**src/rtl/edge_event_arbiter.sv**
```systemverilog
// Edge-event arbiter: synchronises N_CH raw inputs, detects enabled rise/fall edges
// and serialises them round-robin onto a single valid/ready event port.
module edge_event_arbiter #(
  parameter int N_CH = 4,
  parameter int CH_W = 2
) (
  input  logic            clk,
  input  logic            reset,
  input  logic [N_CH-1:0] a,
  input  logic [N_CH-1:0] rise_en,
  input  logic [N_CH-1:0] fall_en,
  output logic            evt_valid,
  input  logic            evt_ready,
  output logic [CH_W-1:0] evt_ch,
  output logic            evt_rise,
  output logic [N_CH-1:0] ovf,
  input  logic [N_CH-1:0] ovf_clr,
  output logic            busy
);

  // state   | meaning
  // IDLE    | no event on the port; grant the next pending channel if any
  // PRESENT | event held on evt_ch/evt_rise until the consumer takes it
  localparam logic [0:0] IDLE    = 1'b0;
  localparam logic [0:0] PRESENT = 1'b1;

  logic [N_CH-1:0] sync1;
  logic [N_CH-1:0] s;
  logic [N_CH-1:0] prev;
  logic [N_CH-1:0] pend;
  logic [N_CH-1:0] ptype;
  logic [N_CH-1:0] rise;
  logic [N_CH-1:0] fall;
  logic [N_CH-1:0] edge_det;
  logic [N_CH-1:0] drop;
  logic [N_CH-1:0] keep;
  logic [N_CH-1:0] load_vec;
  logic [1:0]      prime_cnt;
  logic            primed;
  logic [0:0]      state;
  logic [CH_W-1:0] rr_ptr;
  logic [CH_W-1:0] grant;
  logic            grant_found;

  function automatic logic [CH_W-1:0] wrap_add(input logic [CH_W-1:0] base, input int off);
    int j;
    j = int'(base) + off;
    if (j >= N_CH) j = j - N_CH;
    return CH_W'(j);
  endfunction

  // Edges are suppressed until prev holds a value that came through the
  // synchroniser, so a level held across reset never looks like an edge.
  assign rise     = primed ? (s & ~prev & rise_en) : '0;
  assign fall     = primed ? (~s & prev & fall_en) : '0;
  assign edge_det = rise | fall;
  assign drop     = edge_det & pend & ~load_vec;
  assign keep     = edge_det & ~drop;
  assign load_vec = (state == IDLE && grant_found) ? ({{(N_CH-1){1'b0}}, 1'b1} << grant) : '0;
  assign busy     = (|pend) | evt_valid;

  always_comb begin
    grant       = '0;
    grant_found = 1'b0;
    for (int k = 0; k < N_CH; k++) begin
      if (!grant_found && pend[wrap_add(rr_ptr, k)]) begin
        grant       = wrap_add(rr_ptr, k);
        grant_found = 1'b1;
      end
    end
  end

  always_ff @(posedge clk or negedge reset) begin
    if (!reset) begin
      sync1     <= '0;
      s         <= '0;
      prev      <= '0;
      prime_cnt <= '0;
      primed    <= 1'b0;
      pend      <= '0;
      ptype     <= '0;
      ovf       <= '0;
      state     <= IDLE;
      rr_ptr    <= '0;
      evt_valid <= 1'b0;
      evt_ch    <= '0;
      evt_rise  <= 1'b0;
    end else begin
      sync1 <= a;
      s     <= sync1;
      prev  <= s;
      if (!primed) begin
        prime_cnt <= prime_cnt + 2'd1;
        primed    <= (prime_cnt == 2'd2);
      end
      pend  <= (pend & ~load_vec) | edge_det;
      ptype <= (ptype & ~keep) | (rise & keep);
      ovf   <= drop | (ovf & ~ovf_clr);
      case (state)
        IDLE: begin
          if (grant_found) begin
            evt_valid <= 1'b1;
            evt_ch    <= grant;
            evt_rise  <= ptype[grant];
            state     <= PRESENT;
          end
        end
        PRESENT: begin
          if (evt_ready) begin
            evt_valid <= 1'b0;
            rr_ptr    <= wrap_add(evt_ch, 1);
            state     <= IDLE;
          end
        end
        default: state <= IDLE;
      endcase
    end
  end

endmodule
```
**config.mk**
```make
export PLATFORM = sky130hd
export DESIGN_NAME = edge_event_arbiter
export DESIGN_NICKNAME = d
export VERILOG_FILES = /design/src/rtl/edge_event_arbiter.sv
export SDC_FILE = /design/constraint.sdc
export NUM_CORES = 1
export LEC_CHECK = 0
export CORE_AREA = 2 2 53 55
export CTS_BUF_LIST = sky130_fd_sc_hd__clkbuf_4 sky130_fd_sc_hd__clkbuf_8 sky130_fd_sc_hd__clkbuf_16
export CTS_CLUSTER_SIZE = 20
export DETAILED_ROUTE_END_ITERATION = 12
export DIE_AREA = 0 0 55 57
export DONT_BUFFER_PORTS = 1
export PLACE_DENSITY_LB_ADDON = 0.1
export SLEW_MARGIN = 25
export SYNTH_ARGS = -nofsm -noshare
export SYNTH_HDL_FRONTEND = slang
export SYNTH_SLANG_ARGS = --single-unit
```
**constraint.sdc**
```tcl
create_clock -name clk -period 4.8 [get_ports clk]
set_clock_uncertainty 0.2 [all_clocks]
set_input_delay 0.48 -clock clk [delete_from_list [all_inputs] [get_ports clk]]
set_output_delay 0.48 -clock clk [all_outputs]
set_load 0.1 [all_outputs]
```
==> impl.org, run 1 <==
** Logic synthesis
- The mapped netlist covers 0.00148 sq mm.
- Sequential-to-total area share from yosys stat :: 57.4%
- sky130_fd_sc_hd__dfrtp_1 is the most common cell in the netlist.
- Among all flip-flop cells after synthesis, the most frequent one is sky130_fd_sc_hd__dfrtp_1.
- The synthesized design spends more area on one cell type than any other, namely sky130_fd_sc_hd__dfrtp_1.
- Number of flops mapped to enable cells by yosys :: 0
- After synthesis the netlist holds a flip-flop and latch count of 34.
- Main area contributors after synthesis :: sky130_fd_sc_hd__dfrtp_1, sky130_fd_sc_hd__nand2_1, sky130_fd_sc_hd__o21ai_0
- The average instance in the mapped netlist occupies 11.0 sq um.
- Nets in the synthesized netlist :: 155
- FFs w/ async S/R, synth :: 100%
- By count the netlist is led by sky130_fd_sc_hd__dfrtp_1, sky130_fd_sc_hd__nand2_1, sky130_fd_sc_hd__o21ai_0.
- Portion of synthesized cell area occupied by the leading cell type :: 57.4%
- The synthesized netlist contains 45 unique library cells.
- Yosys printed 0 warnings.
- Synthesis produced 135 cells.

** Finish
- After the flow finishes, the layout carries non-filler instances totaling 178.
- Relative to the synthesized area, the layout overhead comes to 11.1%.
- Final standard cell utilization of the core :: 62.9%
- Total Nets Final :: 166
- Fill cell count :: 231
- The multi-input combinational cells in the finished layout cover a total of 592 sq um.
- The sequential cells in the finished layout cover a total of 851 sq um.
- The number of antenna diodes in the final layout is 0.
- Proportion of layout cells with a drive suffix above 1 :: 15.6%
- With fillers left out, the area of the finished cells amounts to 0.00165 sq mm.

** Power and ir drop
- Registers are responsible for 55.6% of the overall power.
- The design draws 1.04 mW.
- Power spread over the standard cell area amounts to 630 mW/mm^2.
- The clock network is responsible for 16.1% of the overall power.
- Summed over all nets, the switching power comes to 493 uW.
- Standby leakage power :: 0.711 nW
- Internal power comes to 544 uW.
- IR analysis of the VDD net gives a maximum drop of 0.456 mV.
- Net switching is 47.6% of the power.
- Power share of the combinational group :: 28.4%

** Timing
- Final hold analysis gives a worst-case slack of 0.0336 ns.
- Final number of max-transition violations :: 0
- Setup repair after global routing left no endpoint under its margin.
- Final sum of negative setup slack :: 0 ns
- For the pin with the worst max-slew slack, the measured transition is 0.961 ns.
- Clock period minus worst slack :: 2.54 ns
- Across all setup checks in the final design, the least slack found is 2.26 ns.
- Total count of hold-check failures in the final report :: 0
- Maximum achievable frequency :: 394 MHz
- Final clock period utilization by the worst path :: 52.9%
- Setup violations remaining at the end of the flow were counted as 0.
- In this run the tightest slew margin relative to its limit is 36.0%.

** Place
- Once placement completed, the tool counted placed cells totaling 164.
- Instance area at placement :: 0.00151 sq mm
- Before CTS, the worst setup slack after placement is 2.61 ns.
- GPL Wtd Cong :: 0.847
- Once detailed placement completed, the half-perimeter wirelength came to 2.14 mm.
- Buffers added on ports :: 0

** Clocking
- The clock reaches the later pin of the worst-skew pair after 0.33 ns.
- Clock-pin slew was measured on the worst setup and hold paths at 0.10 ns.
- H-tree levels :: 2
- CTS saw 34 sinks.
- Post-cts hold buffer count :: 6
- CTS tree :: built
- After clock tree synthesis, the setup repair step added 0 buffers.
- No sink is reached through more buffers than the 2 on the longest clock path.
- In this run, post-CTS repair resized a total of 0 instances.
- Clock tree synthesis inserted a total of 5 buffers.
- Clock Tree Root :: sky130_fd_sc_hd__clkbuf_4

** Floorplanning
- Pin placement for this block handled 28 I/O pins.
- DIE HEIGHT :: 57 microns
- The die covers 0.00314 sq mm.
- Die X-Extent :: 55 microns
- For this configuration, the core starts out at a cell density of 56.7%.
- The floorplan has 19 rows.
- The core region is 0.00262 sq mm.

** Critical path
- Traced cell by cell, the critical path runs through or2_2.
- Number of buffer and inverter stages on the critical path :: 0
- Last element of the critical path :: busy
- The setup check on the worst reg-to-reg path leaves a slack of 2.59 ns.
- At the worst endpoint, the required time is 4.12 ns.
- For the worst setup path, the data arrival time is 1.86 ns.
- Among all stages on the critical path, the largest delay is contributed by sky130_fd_sc_hd__dfrtp_1.
- Critical path startpoint category :: flip-flop
- Element type at the critical path end :: output port
- Startpoint of the worst register-to-register path :: pend[0]
- The largest single stage delay on the critical path is 0.95 ns.
- Crit. Startpoint :: evt_valid
- In this run the number of cells on the critical path is 1.
- Startpoint-to-endpoint class of the critical path :: flip-flop to output port
- Capturing point of the worst reg2reg path :: evt_rise
- Along the worst path, the maximum fanout reaches 3.
- For the worst flop-to-flop path, the logic depth is 5.
- The kind of cell with the highest combined delay along the critical path is flip-flops.

** GRT
- Via count of the first global-routing pass :: 1,021
- The first global-routing pass estimated 4.78 mm of wire.
- Global routing used 22.1% of the available tracks across all layers.
- Antenna violations before repair :: 0
- After global routing the overflow that remains totals 0.
- Entering global routing, the biggest net connects 35 pins.

** Job
- The tool flagged a number of max-cap violations equal to 0.

** Status
- The run finished with clean final reports.

** Routing
- For this run, design rule violations remaining after detail routing come to 0.
- Dividing the detail-routed wire length by the instance count gives 16.4 microns.
- Wires add up to 2.93 mm.
- Violation count after the first detailed-route iteration :: 21
- Antenna viol nets, final :: 0
- Number of search-and-repair iterations in the first detailed-routing pass :: 4
- The routed layout has 1,071 vias.
- After detailed routing, the number of vias per cell comes to 6.02.

** Hold path
- Along the worst hold path, the cell count comes to 1.
- Hold crit path type :: input pin to flip-flop
power by group through the flow:
stage          registers (mW)  clock network [mW]  logic, mW
3_3_place_gp            0.581                   0      0.270
5_1_grt                 0.588               0.185      0.326
2_1_floorplan           0.560                   0      0.230
6_report                0.576               0.167      0.294
3_5_place_dp            0.584                   0      0.281
4_1_cts                 0.577               0.173      0.293
worst min path at each step:
stage,startpoint,to,slack [ns]
finish,ovf_clr[2],ovf[2],0.03
global route,ovf_clr[2],ovf[2],0.003
CTS,ovf_clr[2],ovf[2],0.02
detailed placement,reset,ovf[2],-0.01
global placement,reset,ovf[2],-0.01
floorplan,reset,async pin,-0.02
metal layers:
metal / up-vias / track usage (%) / wire length, microns
met5: - / 0 / 0
met4: 0 / 9.41 / 40
met2: 27 / 34.5 / 1490
met3: 5 / 6.28 / 113
li1: 506 / - / -
met1: 533 / 28.4 / 1290
cells in the final DEF (no fill, tap or decap), types with 3 or more instances in the layout:
master / Yosys / routed
sky130_fd_sc_hd__dlygate4sd3_1: 0 / 5
sky130_fd_sc_hd__nor4_1: 3 / 3
sky130_fd_sc_hd__nand3_1: 4 / 4
sky130_fd_sc_hd__nand2_1: 17 / 17
sky130_fd_sc_hd__nand4b_1: 4 / 4
sky130_fd_sc_hd__inv_1: 8 / 8
sky130_fd_sc_hd__clkbuf_4: 0 / 6
sky130_fd_sc_hd__o21ai_0: 9 / 9
sky130_fd_sc_hd__o22ai_1: 6 / 6
sky130_fd_sc_hd__and2_1: 3 / 3
sky130_fd_sc_hd__dfrtp_1: 34 / 34
sky130_fd_sc_hd__nor2b_1: 3 / 3
sky130_fd_sc_hd__nor2_1: 4 / 4
final cells by class:
class                           instances  area share (%)
Sequential cell                        34            51.7
Inverter                                8            1.83
Tap cell                               31            2.36
Clock inverter                          1           0.304
Multi-Input combinational cell         91            36.0
Clock buffer                            7            3.57
Timing Repair Buffer                    6            4.26
cell families (layout without fill, tap and decap cells):
kind of cell	after synthesis	in the layout	share of synthesized area [%]
adder cells (fa/ha/maj)	1	1	0.844
AO/OA/AOI/OAI	37	37	18.6
multiplexers	1	1	0.760
XOR/XNOR	2	2	1.18
AND/OR/NAND/NOR	50	50	18.6
buffers and inverters	10	22	2.62
flip-flops	34	34	57.4
Power figures use the tool's default switching activity.
==> run 2, diff against run 1 <==
ABC_AREA = 1   (was not set)
CORE_AREA = 2 2 56 58   (was 2 2 53 55)
DIE_AREA = 0 0 58 60   (was 0 0 55 57)
clock period = 2.7 ns   (was 4.8 ns; I/O delays follow)
==> run 2 against run 1 <==
Synthesized cell count up 44%. Synthesized area up 12%. Setup slack got worse by 1.9 ns. Flip-flop and latch count is the same. Sequential share of layout area down 7.9 points. Combinational power rose to 3.5 times the previous value. Register-to-register slack got worse by 2.2 ns. Cell count grew 42%. Count of clock-buffer cells in the layout did not move. Via count up 21%.
==> impl.org, run 2 <==
** Logic synthesis
- Dominant synthesized flop cell :: sky130_fd_sc_hd__dfrtp_1
- The number of different library cells used by synthesis comes to 27.
- Portion of synthesized cell area occupied by the leading cell type :: 51.2%
- FFs w/ async S/R, synth :: 100%
- Ys Warns :: 0
- Of the synthesized area, sequential elements account for 51.2%.
- Netlist area before placement :: 0.00166 sq mm
- In the synthesized netlist, the number of instances is 194.
- Register bit count reported by yosys :: 34
- Main area contributors after synthesis :: sky130_fd_sc_hd__dfrtp_1, sky130_fd_sc_hd__nand2_1, sky130_fd_sc_hd__inv_1
- Most repeated cell in the gate-level netlist after synthesis :: sky130_fd_sc_hd__nand2_1
- Cell type with the highest aggregate area in the netlist :: sky130_fd_sc_hd__dfrtp_1
- Counting flops with a built-in enable in the synthesized netlist gives 0.
- Synth top cells by count :: sky130_fd_sc_hd__nand2_1, sky130_fd_sc_hd__dfrtp_1, sky130_fd_sc_hd__inv_1
- Nets in the synthesized netlist :: 214
- After synthesis, the mean cell area works out to 8.57 sq um.

** Place
- Instance area at placement :: 0.00172 sq mm
- Buffers added on ports :: 0
- The wire-length estimate of the detail-placed layout is 2.31 mm.
- Placement-stage worst setup slack :: 0.439 ns
- Once placement completed, the tool counted placed cells totaling 229.
- The congestion estimate from routability-driven global placement came to 0.882.

** Timing
- Final setup slack of the worst path :: 0.392 ns
- Final number of max-transition violations :: 0
- Across all hold checks on the routed design, the worst slack comes to 0.0290 ns.
- Setup repair after global routing left no endpoint under its margin.
- At the pin with the least slew margin, the transition time is 0.902 ns.
- After layout, the worst path uses 85.5% of the clock period.
- Derived from the worst setup path, the maximum achievable clock frequency is 433 MHz.
- Clock period minus worst slack :: 2.31 ns
- In the final timing run, aggregate negative setup slack is 0 ns.
- Setup violations remaining at the end of the flow were counted as 0.
- Total count of hold-check failures in the final report :: 0
- The worst pin sits at a relative slew slack of 39.9%.

** Finish
- Of the cells placed in the final design, the portion with a size suffix greater than 1 is 21.5%.
- Final std cell area, no fill :: 0.00194 sq mm
- Diodes inserted :: 0
- Area delta synth->final :: 16.9%
- Most common cell after layout, fill and taps aside :: sky130_fd_sc_hd__nand2_1
- For this run, the post-layout net count is 238.
- The layout has 239 filler cells.
- The finished layout holds 252 standard cells, fillers aside.
- In the final layout, the multi-input gates occupy 692 sq um.
- At the end of the flow the core is filled with cells to 66.9%.
- In the final layout, flip-flops and latches occupy 851 sq um.
- Most frequent cells in the layout :: sky130_fd_sc_hd__nand2_1, sky130_fd_sc_hd__dfrtp_1, sky130_fd_sc_hd__inv_1, sky130_fd_sc_hd__dlygate4sd3_1, sky130_fd_sc_hd__nand2_2

** Clocking
- Once the clock tree was built, the resizer swapped 0 gates to a different size.
- No sink is reached through more buffers than the 2 on the longest clock path.
- Clock Tree Root :: sky130_fd_sc_hd__clkbuf_4
- CTS tree :: built
- In this run, CTS created clock tree buffers numbering 5.
- The H-tree was split into 2 levels.
- Number of clock sinks :: 34
- After clock tree synthesis, the clock-pin slew on the worst setup and hold paths is 0.10 ns.
- Later-pin clock latency in the skew report :: 0.33 ns

** Critical path
- Cell mode on critical path :: sky130_fd_sc_hd__nand2_1
- The worst setup path is of the flip-flop to flip-flop kind.
- The number of cells on the worst reg-to-reg path is 13.
- CP peak stage delay :: 0.63 ns
- Required time at the endpoint of the critical path :: 2.72 ns
- CP arrival :: 2.33 ns
- Reg-to-reg slack, setup :: 0.39 ns
- Of all nets on the critical path, the largest fanout is 12.
- The slowest stage of the critical path is the sky130_fd_sc_hd__dfrtp_1 cell.
- The worst setup path is captured at a flip-flop.
- The signal on the critical path passes through inv_2, nand2_1, nand2_1, nand2_1, nand2_4, nor2_1, nor2_2, nand2_2, nand3_2, o21bai_2, nand2_1, nand2_1, nand2_1.
- Together, buffers and inverters on the worst path number 1.
- STA classifies the critical path startpoint as a flip-flop.
- The worst register-to-register path begins at rr_ptr[0].
- Largest delay share family, worst path :: simple AND/OR/NAND/NOR gates

** Power and ir drop
- Portion of total power attributed to sequential cells :: 41.1%
- The worst-case IR drop observed on VDD is 0.700 mV.
- Standby leakage power :: 1.03 nW
- The share of total power dissipated in combinational logic is 45.8%.
- Power consumption :: 2.25 mW
- Fraction of power consumed by the clock network :: 13.1%
- Internal power comes to 1.09 mW.
- Pwr Density :: 1160 mW/mm^2
- The analysis attributes to net switching a power of 1.16 mW.
- Switching fraction of total power :: 51.4%

** Hold path
- Hold crit path type :: input pin to flip-flop
- Counting instances, the worst hold path has a depth of 5.
- The worst hold path begins at fall_en[3].

** Floorplanning
- Area enclosed by the die boundary :: 0.00348 sq mm
- For this configuration, the core starts out at a cell density of 57.3%.
- The core region is 0.00290 sq mm.
- The floorplan step set the die width to 58 microns.
- DIE HEIGHT :: 60 microns
- Number of top-level design ports :: 28
- After floorplanning, the core was divided into 20 placement rows.

** GRT
- After global routing the overflow that remains totals 0.
- Via count of the first global-routing pass :: 1,299
- Global-route wire length before repair :: 5.38 mm
- Entering global routing, the biggest net connects 35 pins.
- Across every metal layer, demand over resource in global routing totals 20.8%.
- Antenna violations before repair :: 0

** Status
- The run finished with clean final reports.

** Routing
- After the first detailed-routing iteration, the DRC count stood at 45.
- Before antenna repair, the detailed router went through 4 iterations.
- For this block, the routed nets add up to 3.14 mm of wire.
- Number of vias in the routed layout :: 1,297
- After detailed routing, the average wire length per cell comes to 12.5 microns.
- Avg Vias per Cell :: 5.15
- Antenna viol nets, final :: 0
- DRC viols :: 0

** Job
- Max Cap Viol :: 0
## run 2: worst min-delay path: stages
cell and delay, ns:
sky130_fd_sc_hd__nand3_1 0.06, sky130_fd_sc_hd__nor2_1 0.05, sky130_fd_sc_hd__nand2_1 0.06, sky130_fd_sc_hd__nand2_1 0.04, sky130_fd_sc_hd__nand2_1 0.05
## run 2: worst max path at each step
stage | startpoint | to | slack, ns | depth (start not counted)
6_report | rr_ptr[0] | flip-flop | 0.39 | 13
5_1_grt | rr_ptr[0] | flip-flop | 0.21 | 13
4_1_cts | rr_ptr[0] | flip-flop | 0.41 | 13
3_5_place_dp | rr_ptr[0] | flip-flop | 0.44 | 13
3_3_place_gp | rr_ptr[0] | flip-flop | 0.52 | 13
2_1_floorplan | evt_valid | busy | 0.51 | 2
## run 2: layer usage
layer / vias up / global-route usage [%] / routed length (microns) / part of all wire, %
li1: 652 / - / - / -
met1: 602 / 23.7 / 1330 / 42
met2: 35 / 36.9 / 1610 / 51
met3: 8 / 5.63 / 135 / 4.3
met4: 0 / 8.64 / 65 / 2.1
met5: - / 0 / 0 / 0
## run 2: power groups by stage
stage	Sequential, mW	Clock (mW)	Combinational (mW)
2_1_floorplan	1.02	0	0.735
3_3_place_gp	0.930	0	0.959
3_5_place_dp	0.933	0	0.996
4_1_cts	0.923	0.309	1.03
5_1_grt	0.942	0.324	1.14
6_report	0.925	0.296	1.03
## run 2: cells by family after synthesis
kind of cell	count (synthesis)	share of synthesized area (%)
fa+ha+maj	1	0.752
flops	34	51.2
xor+xnor	2	1.05
simple gates	111	33.4
compound gates	16	6.40
buf+inv	30	7.22
## run 2: cell type report
class,count,area share (%)
flip-flops and latches,34,43.8
multi-input cells,130,35.6
repair buffers,19,9.79
inverters,28,5.41
clock buffers,7,3.03
well taps,33,2.12
clock inverters,1,0.258
## run 2: what timing repair did
item | CTS | global route
hold buffers | 15 | 0
setup endpoints to repair | 0 | 0
endpoints found under the hold margin | 52 | 0
setup buffers | 0 | 0
